`src/rtl/tiny_cpu_pkg.sv`:
```
// Shared types and constants for the tiny CPU memory subsystem.
package tiny_cpu_pkg;

  typedef enum logic [1:0] {
    ST_IDLE  = 2'd0,
    ST_ISSUE = 2'd1,
    ST_WAIT  = 2'd2,
    ST_RESP  = 2'd3
  } arb_state_t;

  localparam logic PORT_IF = 1'b0;
  localparam logic PORT_D  = 1'b1;

  localparam int DEF_AW = 8;
  localparam int DEF_DW = 32;

endpackage

```
`src/rtl/rr_pick2.sv`:
```
// Combinational two-way round-robin pick: a lone request wins outright,
// a tie goes to the port that was not granted last. Zero latency, no state.
module rr_pick2
  import tiny_cpu_pkg::*;
(
  input  logic [1:0] req,
  input  logic       last_grant,
  output logic       grant,
  output logic       valid
);

  always_comb begin
    valid = |req;
    grant = PORT_IF;
    if (req == 2'b11) begin
      grant = ~last_grant;
    end else if (req[PORT_D]) begin
      grant = PORT_D;
    end
  end

endmodule

```
`src/rtl/mem_port_arbiter.sv`:
```
// Shares one single-port sync RAM between fetch and load/store ports; each access
// takes MEM_LAT+3 cycles (idle, issue, MEM_LAT wait, respond); requesters stall until their ack.
module mem_port_arbiter
  import tiny_cpu_pkg::*;
#(
  parameter int AW      = DEF_AW,
  parameter int DW      = DEF_DW,
  parameter int MEM_LAT = 1
) (
  input  logic          CLK,
  input  logic          RST,

  input  logic          if_req,
  input  logic [AW-1:0] if_addr,
  output logic [DW-1:0] if_rdata,
  output logic          if_ack,

  input  logic          d_req,
  input  logic          d_we,
  input  logic [AW-1:0] d_addr,
  input  logic [DW-1:0] d_wdata,
  output logic [DW-1:0] d_rdata,
  output logic          d_ack,

  output logic          mem_en,
  output logic          mem_we,
  output logic [AW-1:0] mem_addr,
  output logic [DW-1:0] mem_wdata,
  input  logic [DW-1:0] mem_rdata,

  output logic          busy
);

  localparam logic [1:0] LAT_M1 = 2'(MEM_LAT - 1);

  arb_state_t    state, state_nxt;
  logic [1:0]    wait_cnt, wait_cnt_nxt;

  logic          grant_q;
  logic          last_grant;
  logic          we_q;
  logic [AW-1:0] addr_q;
  logic [DW-1:0] wdata_q;
  logic [DW-1:0] if_rdata_q;
  logic [DW-1:0] d_rdata_q;

  logic          pick_id;
  logic          pick_vld;
  logic          take_grant;
  logic          capture;
  logic          resp;

  rr_pick2 u_pick (
    .req        ({d_req, if_req}),
    .last_grant (last_grant),
    .grant      (pick_id),
    .valid      (pick_vld)
  );

  always_ff @(posedge CLK or posedge RST) begin
    if (RST) begin
      state    <= ST_IDLE;
      wait_cnt <= '0;
    end else begin
      state    <= state_nxt;
      wait_cnt <= wait_cnt_nxt;
    end
  end

  always_comb begin
    state_nxt    = state;
    wait_cnt_nxt = wait_cnt;
    take_grant   = 1'b0;
    capture      = 1'b0;
    resp         = 1'b0;
    case (state)
      ST_IDLE: begin
        if (pick_vld) begin
          take_grant = 1'b1;
          state_nxt  = ST_ISSUE;
        end
      end
      ST_ISSUE: begin
        state_nxt    = ST_WAIT;
        wait_cnt_nxt = LAT_M1;
      end
      ST_WAIT: begin
        // Last wait cycle is the one where the RAM's read data is valid.
        if (wait_cnt == 2'd0) begin
          capture   = 1'b1;
          state_nxt = ST_RESP;
        end else begin
          wait_cnt_nxt = wait_cnt - 2'd1;
        end
      end
      ST_RESP: begin
        resp      = 1'b1;
        state_nxt = ST_IDLE;
      end
      default: state_nxt = ST_IDLE;
    endcase
  end

  always_ff @(posedge CLK or posedge RST) begin
    if (RST) begin
      grant_q    <= PORT_IF;
      last_grant <= PORT_D;
      we_q       <= 1'b0;
      addr_q     <= '0;
      wdata_q    <= '0;
      if_rdata_q <= '0;
      d_rdata_q  <= '0;
    end else begin
      if (take_grant) begin
        grant_q <= pick_id;
        addr_q  <= (pick_id == PORT_D) ? d_addr : if_addr;
        we_q    <= (pick_id == PORT_D) && d_we;
        // Fetches leave the write-data register untouched.
        if (pick_id == PORT_D) begin
          wdata_q <= d_wdata;
        end
      end
      if (capture && !we_q) begin
        if (grant_q == PORT_D) begin
          d_rdata_q <= mem_rdata;
        end else begin
          if_rdata_q <= mem_rdata;
        end
      end
      if (resp) begin
        last_grant <= grant_q;
      end
    end
  end

  assign mem_en    = (state == ST_ISSUE);
  assign mem_we    = mem_en && we_q;
  assign mem_addr  = addr_q;
  assign mem_wdata = wdata_q;
  assign if_ack    = resp && (grant_q == PORT_IF);
  assign d_ack     = resp && (grant_q == PORT_D);
  assign if_rdata  = if_rdata_q;
  assign d_rdata   = d_rdata_q;
  assign busy      = (state != ST_IDLE);

endmodule
```
`config.mk`:
```
export PLATFORM = sky130hd
export DESIGN_NAME = mem_port_arbiter
export DESIGN_NICKNAME = d
export VERILOG_FILES = /design/src/rtl/tiny_cpu_pkg.sv /design/src/rtl/rr_pick2.sv /design/src/rtl/mem_port_arbiter.sv
export SDC_FILE = /design/constraint.sdc
export NUM_CORES = 1
export LEC_CHECK = 0
export BUFFER_PORTS_ARGS = -buffer_cell sky130_fd_sc_hd__buf_2
export CAP_MARGIN = 30
export CORE_ASPECT_RATIO = 0.9
export CORE_UTILIZATION = 43
export CTS_CLUSTER_DIAMETER = 60
export CTS_CLUSTER_SIZE = 12
export DETAILED_ROUTE_END_ITERATION = 16
export PLACE_DENSITY = 0.76
export SLEW_MARGIN = 15
export SYNTH_ARGS = -nofsm -noshare
export SYNTH_HDL_FRONTEND = slang
export SYNTH_SLANG_ARGS = --single-unit
export TNS_END_PERCENT = 20
```
`constraint.sdc`:
```
create_clock -name CLK -period 3.3 [get_ports CLK]
set_input_delay 0.33 -clock CLK [delete_from_list [all_inputs] [get_ports CLK]]
set_output_delay 0.33 -clock CLK [all_outputs]
set_load 0.05 [all_outputs]
```
* Word-level counts from Yosys, hierarchy flattened *
Cells that the tools add are included.

storage, ports and cells
  output and inout port bits = 109
  input port bits = 85
  flip-flop bits (word level) = 111
  word-level logic and storage cells = 48

cells by class
  equal/unequal tests = 7
  add/subtract/negate cells = 1
  reductions and logical operators = 16
  muxes and demuxes = 13
  bitwise logic cells = 2

operators with widths
  kind                 number
  $reduce_and 2->1     5
  $mux 8               1
  $pmux 2 s4           1
  $mux 1               7
  $eq 2x2->1 const B   3
  $mux 2               3
  $ne 2x2->1 const B   3
  $logic_and 1x1->1    5
  $logic_not 2->1      2
  $pmux 2 s2           1
  $reduce_bool 2->1    2
  $eq 2x1->1 const B   1
  $not 1->1            2
  $reduce_or 2->1      1
  $sub 2x1->2 const B  1
  $logic_not 1->1      1

* Depth between registers and ports, before layout *
  depth after elaboration = 5
  mapped depth = 7

* Hierarchy *
A second synthesis with hierarchy kept.

unflattened totals
  cell total of the unflattened synthesis = 283
  area, all modules = 4455.5 um2

by module, submodules not included
  module            seq. area each (um2)  instances  cells each  area an instance (um2)
  mem_port_arbiter  2778.9                1          281         4441.8
  rr_pick2          0.0                   1          2           13.8

* Worst setup path after synthesis *
OpenSTA, ideal clock, no wires.

  path type = register to output
  from = reg state[1]
  to = out mem_we
  slack = 1.522 ns
  arrival = 1.448 ns
  stages on the path, launching flop included = 4
  required time = 2.970 ns
  cells stage by stage = dfrtp_1 -> inv_1 -> ha_1 -> and2_1

on the way
  longest elaborated chain between the ends = 2

RTL lines
  element                   line                     RTL
  start: declaration        mem_port_arbiter.sv:36   arb_state_t state, state_nxt;
  start signal: assignment  mem_port_arbiter.sv:65   state <= state_nxt;
  $eq 2x1->1                mem_port_arbiter.sv:136  assign mem_en = (state == ST_ISSUE);
  named net mem_en          mem_port_arbiter.sv:25   output logic mem_en,
  $logic_and 1x1->1         mem_port_arbiter.sv:137  assign mem_we = mem_en && we_q;
  end: declaration          mem_port_arbiter.sv:26   output logic mem_we,

The timed path passes the listed nets, and every way through them passes these cells.

* Worst setup path after layout *
  from = reg state[0]
  to = reg if_rdata_q[12], in the netlist if_rdata[12]

on the way
  longest elaborated chain between the ends = 4

RTL lines
  element                     line                     RTL
  $eq 2x2->1                  mem_port_arbiter.sv:76   case (state)
  $mux 1                      mem_port_arbiter.sv:76
  $logic_and 1x1->1           mem_port_arbiter.sv:123  if (capture && !we_q) begin
  $reduce_and 2->1 (no line)  -
  end signal: assignment      mem_port_arbiter.sv:127  if_rdata_q <= mem_rdata;
  end: declaration            mem_port_arbiter.sv:44   logic [DW-1:0] if_rdata_q;

No other way between the ends.
A chain may end at the register's enable or synchronous reset.

==> out/metrics.cfg <==
[logic_synthesis]
ys.flop_type=dfrtp_1
synthDominantCellAreaShare_pct=61.57
yosys.area.top_type=dfrtp_1
synth_area_leaders=dfrtp_1 62%, mux2_2 17%, mux2_4 9.7%, a21oi_1 2.1%, ha_1 1.4%
synth_seq_cells=111
syn_area_sq_mm=0.004471
netlist-cell-type-count=29
yosysSeqAreaShare_pct=62.16
syn_nets=379
synthCells=289
synth_edf_count=0
avgSynthCellArea_sq_um=15.47
synth_warnings=0
postSynth.asyncResetShare_pct=100.0

[place]
port_buffers=193
dpl_cell_area_sq_mm=0.005567
place_congestion=0.7342
hpwlAfterDp_mm=6.844

[timing]
tns_ns=0
finalSetupViolCount=0
whs_ns=0.1086
finClkSkew_ns=0.008681
max-slew-margin-rel_pct=51.16
rsz0062_at_grt=false
final_hold_viol_count=0
worstMarginPinSlew_ns=0.7326
post-route-period-util_pct=63.61
slew_viol_final=0
fin_crit_ns=2.099
fmax_mhz=476.4

[detailed_routing]
via_per_inst=4.833
ant_nets=0
first_pass_iters=4
dr.first_iter.drc_count=116
vias=2972
wire_per_inst_microns=15.04
drt_wl_total_mm=9.248
drc=0

[critical_path]
cp_max_fo=23
critPathArrivalTime_ns=2.32
end_kind=flop
startpoint_type=flop
worstSetupPathType=flop to flop
critPathRequiredTime_ns=3.52

[floorplan]
die_area_sq_mm=0.01081
fp-row-count=34
die_h_microns=98.73
start_util_pct=45.30
core_area_sq_mm=0.009869
ios=194
fp.dieW_microns=109.5

[clock_tree]
cts.path.max_buffers=2
cts_buffers=9
root_buffer=clkbuf_16
cts_tree=yes
postCtsHoldBufs=0
postCtsSetupRepairBufs=0
cts_sinks=111
path_clk_slew_ns=0.07
clkLatencyLatePin_ns=0.34
cts-resized-gates=0
h-tree-depth=3

[global_routing]
grt_antenna_before_repair=0
grt_start_max_net_pins=60
grt_pass1_wl_mm=14.57
grt_pass1_vias=3005
grt_use_total_pct=17.66
overflow=0

[run]
cap_violations=0

[finish]
final_area_sq_mm=0.005889
final_common_cell=buf_2
diodes=0
drive_above_1_share_pct=64.21
utilization_pct=59.67
areaGrowthSynthToFinish_pct=31.74
layout.cells.most_common_list=193 x buf_2, 110 x dfrtp_1, 68 x mux2_2
nNetsFinal=574

[min_path]
hold_path.class=primary input to async pin

[outcome]
status=completed

[cell usage after synthesis, types with 2 or more instances]
cell type  instances
nor2b_1            2
mux2_2            68
a21oi_1           19
and2_1             2
buf_2              3
ha_1               5
nand2_1           12
nor2_1            11
inv_1              6
buf_6              3
dfrtp_1          110
buf_4              3
mux2_4            29
[path summary, 6_finish.rpt]
path	start	to	slack [ns]	cells after the start
setup reg to reg	state[0]	if_rdata[12]	1.20	6
min in group CLK	d_wdata[27]	mem_wdata[27]	0.22	2
hold reg to reg	wait_cnt[0]	wait_cnt[0]	0.47	1
max in group asynchronous	RST	mem_wdata[9]	2.47	3
setup / recovery	state[0]	if_rdata[12]	1.20	6
hold / removal	RST	mem_wdata[30]	0.11	2
[sequential cells by signal (all words and copies together) (netlist names)]
| name | cells |
|---|---|
| d_rdata | 32 |
| grant_q | 1 |
| if_rdata | 32 |
| last_grant | 1 |
| mem_addr | 8 |
| mem_wdata | 32 |
| state | 2 |
| wait_cnt | 2 |
| we_q | 1 |
[per-layer routing]
layer | part of all wire, % | global-route usage [%] | up-vias
li1 | - | - | 1404
met1 | 43 | 22.67 | 1413
met2 | 46 | 28.11 | 146
met3 | 9.6 | 6.217 | 9
met4 | 1.2 | 5.231 | 0
met5 | 0 | 0 | -
[logic make-up after synthesis]
| group | after synthesis | share of synthesized area (%) |
|---|---|---|
| DFF | 111 | 62.16 |
| adders and majority gates | 5 | 1.399 |
| and+or+nand+nor | 30 | 3.162 |
| AOI/OAI and AO/OA | 27 | 3.778 |
| buffers and inverters | 18 | 2.378 |
| muxes | 98 | 27.12 |
[area by class of cell]
| class | count | area (sq um) |
|---|---|---|
| Clock buffer | 10 | 229.0 |
| Clock inverter | 6 | 93.84 |
| Fill cell | 765 | 3980 |
| Inverter | 6 | 25.02 |
| Multi-Input combinational cell | 160 | 1592 |
| Sequential cell | 111 | 2779 |
| Tap cell | 126 | 157.7 |
| Timing Repair Buffer | 196 | 1013 |
[metrics by stage]
stage	worst slack, ns	instances
6_report	1.201	615
5_1_grt	1.084	615
4_1_cts	1.126	615
3_5_place_dp	1.127	599
3_3_place_gp	1.282	599
2_1_floorplan	0.04100	289
[critical path: stages (launching register included)]
cell and delay, ns:
dfrtp_1 0.42, inv_1 0.10, ha_1 0.28, nand2_1 0.13, nor3_4 0.45, buf_12 0.25
mux2_2 0.36
Power is left out: the tool's default activity adds up to more than one toggle a clock period on the data nets, which glitch-free logic cannot reach.
